<file path="src/rtl/game_sequencer.sv">
// game_sequencer: chooses the next opcode for the plate (housekeeping queue, gravity, player)
// and runs the issue/complete/acknowledge handshake. Define GAME_SEQ_LEVEL_EN for level progression.
package game_sequencer_pkg;
  typedef enum logic [2:0] {
    eNop, eMoveLeft, eMoveRight, eMoveDown, eRotate, eNew, eCommit, eCheck
  } opcode_e;
endpackage

module game_sequencer
  import game_sequencer_pkg::*;
#(
  parameter int unsigned gravity_period_p  = 50000000,
  parameter int unsigned period_step_p     = 4000000,
  parameter int unsigned min_period_p      = 5000000,
  parameter int unsigned lines_per_level_p = 10
) (
  input  logic       clk_i,
  input  logic       reset_n_i,
  input  logic       start_i,
  input  opcode_e    usr_opcode_i,
  input  logic       usr_v_i,
  output logic       usr_yumi_o,
  output opcode_e    opcode_o,
  output logic       opcode_v_o,
  input  logic       ready_i,
  input  logic       done_i,
  output logic       yumi_o,
  input  logic       landed_i,
  input  logic [2:0] line_elimination_i,
  input  logic       line_elimination_v_i,
  input  logic       lose_i,
  output logic       game_over_o,
  output logic [3:0] level_o
);

  typedef enum logic [2:0] {IDLE, SELECT, ISSUE, WAIT, ACK, OVER} state_e;

  state_e      state_r;
  opcode_e     q_r [3];
  logic [1:0]  q_cnt_r;
  logic [31:0] grav_cnt_r;
  logic        pending_r;
  logic        lose_r;
  logic [31:0] period;
  logic        running;
  logic        q_empty;
  logic        tick;
  logic        pick_queue;
  logic        pick_grav;
  logic        pick_usr;

  assign running    = (state_r != IDLE) && (state_r != OVER);
  assign q_empty    = (q_cnt_r == '0);
  // >= rather than == so a period shortened by a level change cannot be overrun
  assign tick       = running && (grav_cnt_r >= period - 32'd1);
  assign pick_queue = (state_r == SELECT) && !q_empty;
  assign pick_grav  = (state_r == SELECT) && q_empty && pending_r;
  assign pick_usr   = (state_r == SELECT) && q_empty && !pending_r && usr_v_i;
  assign usr_yumi_o = pick_usr;

`ifdef GAME_SEQ_LEVEL_EN
  logic        game_start;
  logic [15:0] line_cnt_r;
  logic [15:0] line_sum;
  logic [31:0] reduction;
  logic [3:0]  level_r;

  assign game_start = ((state_r == IDLE) || (state_r == OVER)) && start_i;
  assign line_sum   = line_cnt_r + (line_elimination_v_i ? 16'(line_elimination_i) : 16'd0);
  assign reduction  = 32'(level_r) * period_step_p;
  assign level_o    = level_r;

  always_comb begin
    period = min_period_p;
    if ((gravity_period_p > reduction) && (gravity_period_p - reduction > min_period_p))
      period = gravity_period_p - reduction;
  end

  // A large clear leaves a remainder >= lines_per_level_p, which drains one level per cycle
  always_ff @(posedge clk_i or negedge reset_n_i) begin
    if (!reset_n_i) begin
      line_cnt_r <= '0;
      level_r    <= '0;
    end else if (game_start) begin
      line_cnt_r <= '0;
      level_r    <= '0;
    end else if (running) begin
      if (line_sum >= 16'(lines_per_level_p)) begin
        line_cnt_r <= line_sum - 16'(lines_per_level_p);
        if (level_r != 4'hF) level_r <= level_r + 4'd1;
      end else begin
        line_cnt_r <= line_sum;
      end
    end
  end
`else
  logic unused_lines;
  assign unused_lines = ^{line_elimination_i, line_elimination_v_i};
  assign period       = gravity_period_p;
  assign level_o      = '0;
`endif

  always_ff @(posedge clk_i or negedge reset_n_i) begin
    if (!reset_n_i) begin
      state_r     <= IDLE;
      q_r         <= '{default: eNop};
      q_cnt_r     <= '0;
      grav_cnt_r  <= '0;
      pending_r   <= 1'b0;
      lose_r      <= 1'b0;
      opcode_o    <= eNop;
      opcode_v_o  <= 1'b0;
      yumi_o      <= 1'b0;
      game_over_o <= 1'b0;
    end else begin
      if (running) begin
        if (tick) begin
          grav_cnt_r <= '0;
          if (q_empty) pending_r <= 1'b1;
        end else begin
          grav_cnt_r <= grav_cnt_r + 32'd1;
        end
      end
      // Assignments below come later so a selection overrides a same-cycle tick
      case (state_r)
        IDLE, OVER: begin
          if (start_i) begin
            q_r[0]      <= eNew;
            q_cnt_r     <= 2'd1;
            grav_cnt_r  <= '0;
            pending_r   <= 1'b0;
            lose_r      <= 1'b0;
            game_over_o <= 1'b0;
            state_r     <= SELECT;
          end
        end
        SELECT: begin
          if (pick_queue) begin
            opcode_o <= q_r[0];
            q_r[0]   <= q_r[1];
            q_r[1]   <= q_r[2];
            q_r[2]   <= eNop;
            q_cnt_r  <= q_cnt_r - 2'd1;
          end else if (pick_grav) begin
            opcode_o  <= eMoveDown;
            pending_r <= 1'b0;
          end else if (pick_usr) begin
            opcode_o <= usr_opcode_i;
            if (usr_opcode_i == eMoveDown) begin
              grav_cnt_r <= '0;
              pending_r  <= 1'b0;
            end
          end
          if (pick_queue || pick_grav || pick_usr) begin
            opcode_v_o <= 1'b1;
            state_r    <= ISSUE;
          end
        end
        ISSUE: begin
          if (ready_i) begin
            opcode_v_o <= 1'b0;
            state_r    <= WAIT;
          end
        end
        WAIT: begin
          if (done_i) begin
            yumi_o  <= 1'b1;
            lose_r  <= lose_i;
            state_r <= ACK;
            if ((opcode_o == eMoveDown) && landed_i) begin
              q_r     <= '{eCommit, eCheck, eNew};
              q_cnt_r <= 2'd3;
            end
          end
        end
        ACK: begin
          yumi_o <= 1'b0;
          if (lose_r) begin
            state_r     <= OVER;
            game_over_o <= 1'b1;
            q_r         <= '{default: eNop};
            q_cnt_r     <= '0;
          end else begin
            state_r <= SELECT;
          end
        end
        default: state_r <= IDLE;
      endcase
    end
  end

endmodule

</file>
<file path="config.mk">
export PLATFORM = sky130hd
export DESIGN_NAME = game_sequencer
export DESIGN_NICKNAME = d
export VERILOG_FILES = /design/src/rtl/game_sequencer.sv
export SDC_FILE = /design/constraint.sdc
export NUM_CORES = 1
export LEC_CHECK = 0
export ABC_CLOCK_PERIOD_IN_PS = 2000
export CORE_ASPECT_RATIO = 1.1
export CORE_MARGIN = 2
export CORE_UTILIZATION = 35
export DETAILED_ROUTE_END_ITERATION = 8
export PLACE_DENSITY_LB_ADDON = 0.25
export SLEW_MARGIN = 0
export SYNTH_ARGS = -nofsm -noshare
export SYNTH_HDL_FRONTEND = slang
export SYNTH_SLANG_ARGS = --single-unit
</file>
<file path="constraint.sdc">
create_clock -name clk_i -period 2 [get_ports clk_i]
set_clock_uncertainty 0.05 [all_clocks]
set_input_delay 0.6 -clock clk_i [delete_from_list [all_inputs] [get_ports clk_i]]
set_output_delay 0.6 -clock clk_i [all_outputs]
set_load 0.05 [all_outputs]
</file>
==> Flow_metrics.wiki <==
{| class="wikitable"
! Metric !! Value
|-
| Number of DRC markers in iteration 0 || 73
|-
| Max transition margin || 62.2%
|-
| Critical Path End Type || output port
|-
| Ratio of final minimum period to clock period || 103%
|-
| Placed cell count || 456
|-
| Number of distinct library cells after synthesis || 56
|-
| Number of buffers created by CTS || 5
|-
| Tightest Pin Transition || 0.568 ns
|-
| Largest buffer count on any clock path || 2
|-
| # nets final || 389
|-
| Max cap viols || 0
|-
| Crit path cell chain || inv_2 > ha_4 > nand3b_1 > nor3_4 > buf_12
|-
| Source of the critical timing path || q_cnt_r[0]
|-
| Min Hold Slack || 0.234 ns
|-
| Number of pins exceeding their max-slew limit in the final report || 0
|-
| Post-detailed-route via-to-cell ratio || 5.07
|-
| Total power || 4.49 mW
|-
| Number of synthesis warnings || 0
|-
| Total vias in the final route || 2440
|-
| Post-synthesis cell area || 0.00279 mm^2
|-
| Synth Flop Type || dfrtp_1
|-
| Number of antenna violations at the first check in global routing || 0
|-
| Clock tree from TritonCTS || yes
|-
| Final global-route overflow total || 0
|-
| DIE AREA || 0.00871 mm^2
|-
| Pin count of the biggest net entering global routing || 51
|-
| Sum Neg Setup Slack || -0.410 ns
|-
| Vertical extent of the die || 97.7 um
|-
| Sequential cell area || 0.00125 mm^2
|-
| Worst Setup Path Type || flop to output port
|-
| Total length of routed wires || 6660 um
|-
| Insertion delay of the later-clocked pin in the worst-skew pair || 0.30 ns
|-
| Placer congestion estimate || 0.804
|-
| Clock transition at the registers of the reported paths || 0.09 ns
|-
| Mean instance size in the synthesized netlist || 8.95 um^2
|-
| Layout cell share with drive strength beyond 1 || 29.5%
|-
| Top cells by area, synth || dfrtp_1 (45%), xnor2_1 (6.0%), nor2_1 (5.9%)
|-
| Boundary pin count || 26
|-
| Syn Inst Count || 312
|-
| Final instance area || 0.00372 mm^2
|-
| Unrepaired setup endpoints after global routing || yes
|-
| Failing checks || negative setup slack
|-
| Sink Count || 50
|-
| # hold bufs at CTS || 0
|-
| Number of port buffers || 17
|-
| Maximum fanout along the worst path || 2
|-
| Buffer cell driving the clock tree root || clkbuf_8
|-
| Total of fill cells in the finished design || 780
|-
| Final count of hold timing violations || 0
|-
| Setup crit start kind || flop
|-
| Most frequent cell after synthesis || dfrtp_1
|-
| Global-route total usage across every layer || 15.5%
|-
| Slowest cell on crit path || dfrtp_1
|-
| VDD IR max || 0.713 mV
|-
| Pwr per Cell Area || 1210 mW/mm^2
|-
| Post-DRT Antenna Nets || 0
|-
| Reported leakage power || 1.58 nW
|-
| Number of global-route vias before repair || 2319
|-
| CP delay by family, top || flip-flops
|-
| CP arrival || 1.41 ns
|-
| Period minus WS final || 2.06 ns
|-
| Max stage delay on crit path || 0.41 ns
|-
| F_max || 485 MHz
|-
| Antenna diode instance count || 0
|-
| Worst Path Required || 1.35 ns
|-
| Largest area contributor in the netlist || dfrtp_1
|-
| Share of the synthesized area in the top cell type || 44.8%
|-
| Placed wire-length estimate after detailed placement || 4370 um
|-
| Synth async-reset ratio || 100%
|-
| Non-filler instance count after layout || 481
|-
| DRC violation count after routing || 0
|-
| Post-DP Area || 0.00329 mm^2
|-
| Type of the most critical hold path || primary input to async pin
|-
| Global-route wire length before repair || 10700 um
|-
| Floorplan row count || 34
|-
| DIE WIDTH || 89.2 um
|-
| Number of levels in the clock H-tree || 2
|-
| Number of buffer and inverter instances along the worst setup path || 2
|-
| Synth-to-Final Area Change || 33.1%
|-
| Multi-input gate area in the final layout || 0.00154 mm^2
|-
| Status || complete, but fails checks
|-
| Initial Util || 35.7%
|-
| Area of the core || 0.00783 mm^2
|-
| Finished Core Util || 47.5%
|-
| Min setup slack post-route || -0.0638 ns
|-
| Commonest cells in the synthesized netlist || dfrtp_1 (50), nor2_1 (44), nand2_1 (25)
|-
| Setup violation total in the final timing report || 20
|-
| Setup slack after placement || -0.365 ns
|-
| Fraction of the yosys area taken by sequential cells || 44.8%
|-
| First-pass detailed-route iteration total || 4
|-
| R2R Path Start || grav_cnt_r[11]
|-
| Register bit count reported by yosys || 50
|-
| Routed wire length per instance || 13.8 um
|-
| Number of synthesized flops with an enable pin || 0
|}
placed cells by master (no fill, tap or decap), types with 4 or more instances in the layout:
cell type / count
dfrtp_1: 50
buf_4: 48
nor2_1: 25
nand2_1: 25
xnor2_1: 19
a21oi_1: 15
nor2_2: 15
o21ai_0: 14
inv_1: 12
nor4_1: 11
nor3_1: 11
nand4_1: 7
nand3_1: 6
and3_1: 6
buf_6: 6
clkdlybuf4s50_1: 6
xor2_1: 5
nor2_4: 5
a31oi_1: 5
clkbuf_8: 5
conb_1: 4
worst register-to-register path, stage by stage (launching register included):
cell	delay, ns
dfrtp_1	0.40
or4_4	0.53
a211o_1	0.28
a21oi_2	0.18
o22ai_2	0.10
buf_6	0.16
clkbuf_16	0.16
nor2_2	0.11
per-layer routing:
metal | GRT usage (%) | share of wire [%] | up-vias
li1 | - | - | 1209
met1 | 19.9 | 45 | 1192
met2 | 26.2 | 51 | 31
met3 | 3.06 | 2.6 | 8
met4 | 4.36 | 1.2 | 0
met5 | 0 | 0 | -
path summary, 6_finish.rpt:
path,to,slack (ns),cells after the start
setup reg to reg,grav_cnt_r[6],-0.05,7
setup / recovery,usr_yumi_o,-0.06,5
min in group clk_i,opcode_v_o,0.46,2
hold / removal,grav_cnt_r[29],0.23,2
hold reg to reg,opcode_v_o,0.46,2
max in group asynchronous,yumi_o,1.43,2
cells by family after synthesis:
group / synth area share (%)
compound gates: 14.9
xor+xnor: 8.11
fa+ha+maj: 0.896
buf+inv: 5.96
flops: 44.8
mux: 1.52
other cells: 0.134
simple gates: 23.7
state kept, by name, summed over array words and instances, names as in the netlist:
register,count
game_over_o,1
grav_cnt_r,32
lose_r,1
opcode_o,3
opcode_v_o,1
pending_r,1
q_cnt_r,2
q_r,5
state_r,3
yumi_o,1
repair_timing:
action	CTS	global route
endpoints found under the setup margin	7	26
cloned	0	4
pin swaps	6	16
setup buffers	11	3
resized for setup	13	36
cell type report:
type / instances / share of cell area, %
multi-input cells: 232 / 41.4
flip-flops and latches: 50 / 33.6
repair buffers: 69 / 17.0
well taps: 108 / 3.63
clock buffers: 7 / 2.05
inverters: 14 / 1.41
clock inverters: 1 / 0.807
where the power goes:
part           leakage, nW  switching, mW  internal (mW)  total [mW]
clock network       0.0524          0.323          0.375       0.698
registers            0.656          0.142           1.21        1.35
logic                0.873           1.39           1.05        2.44
total                 1.58           1.86           2.63        4.49
Note: power is estimated with default switching activity, not from simulation.
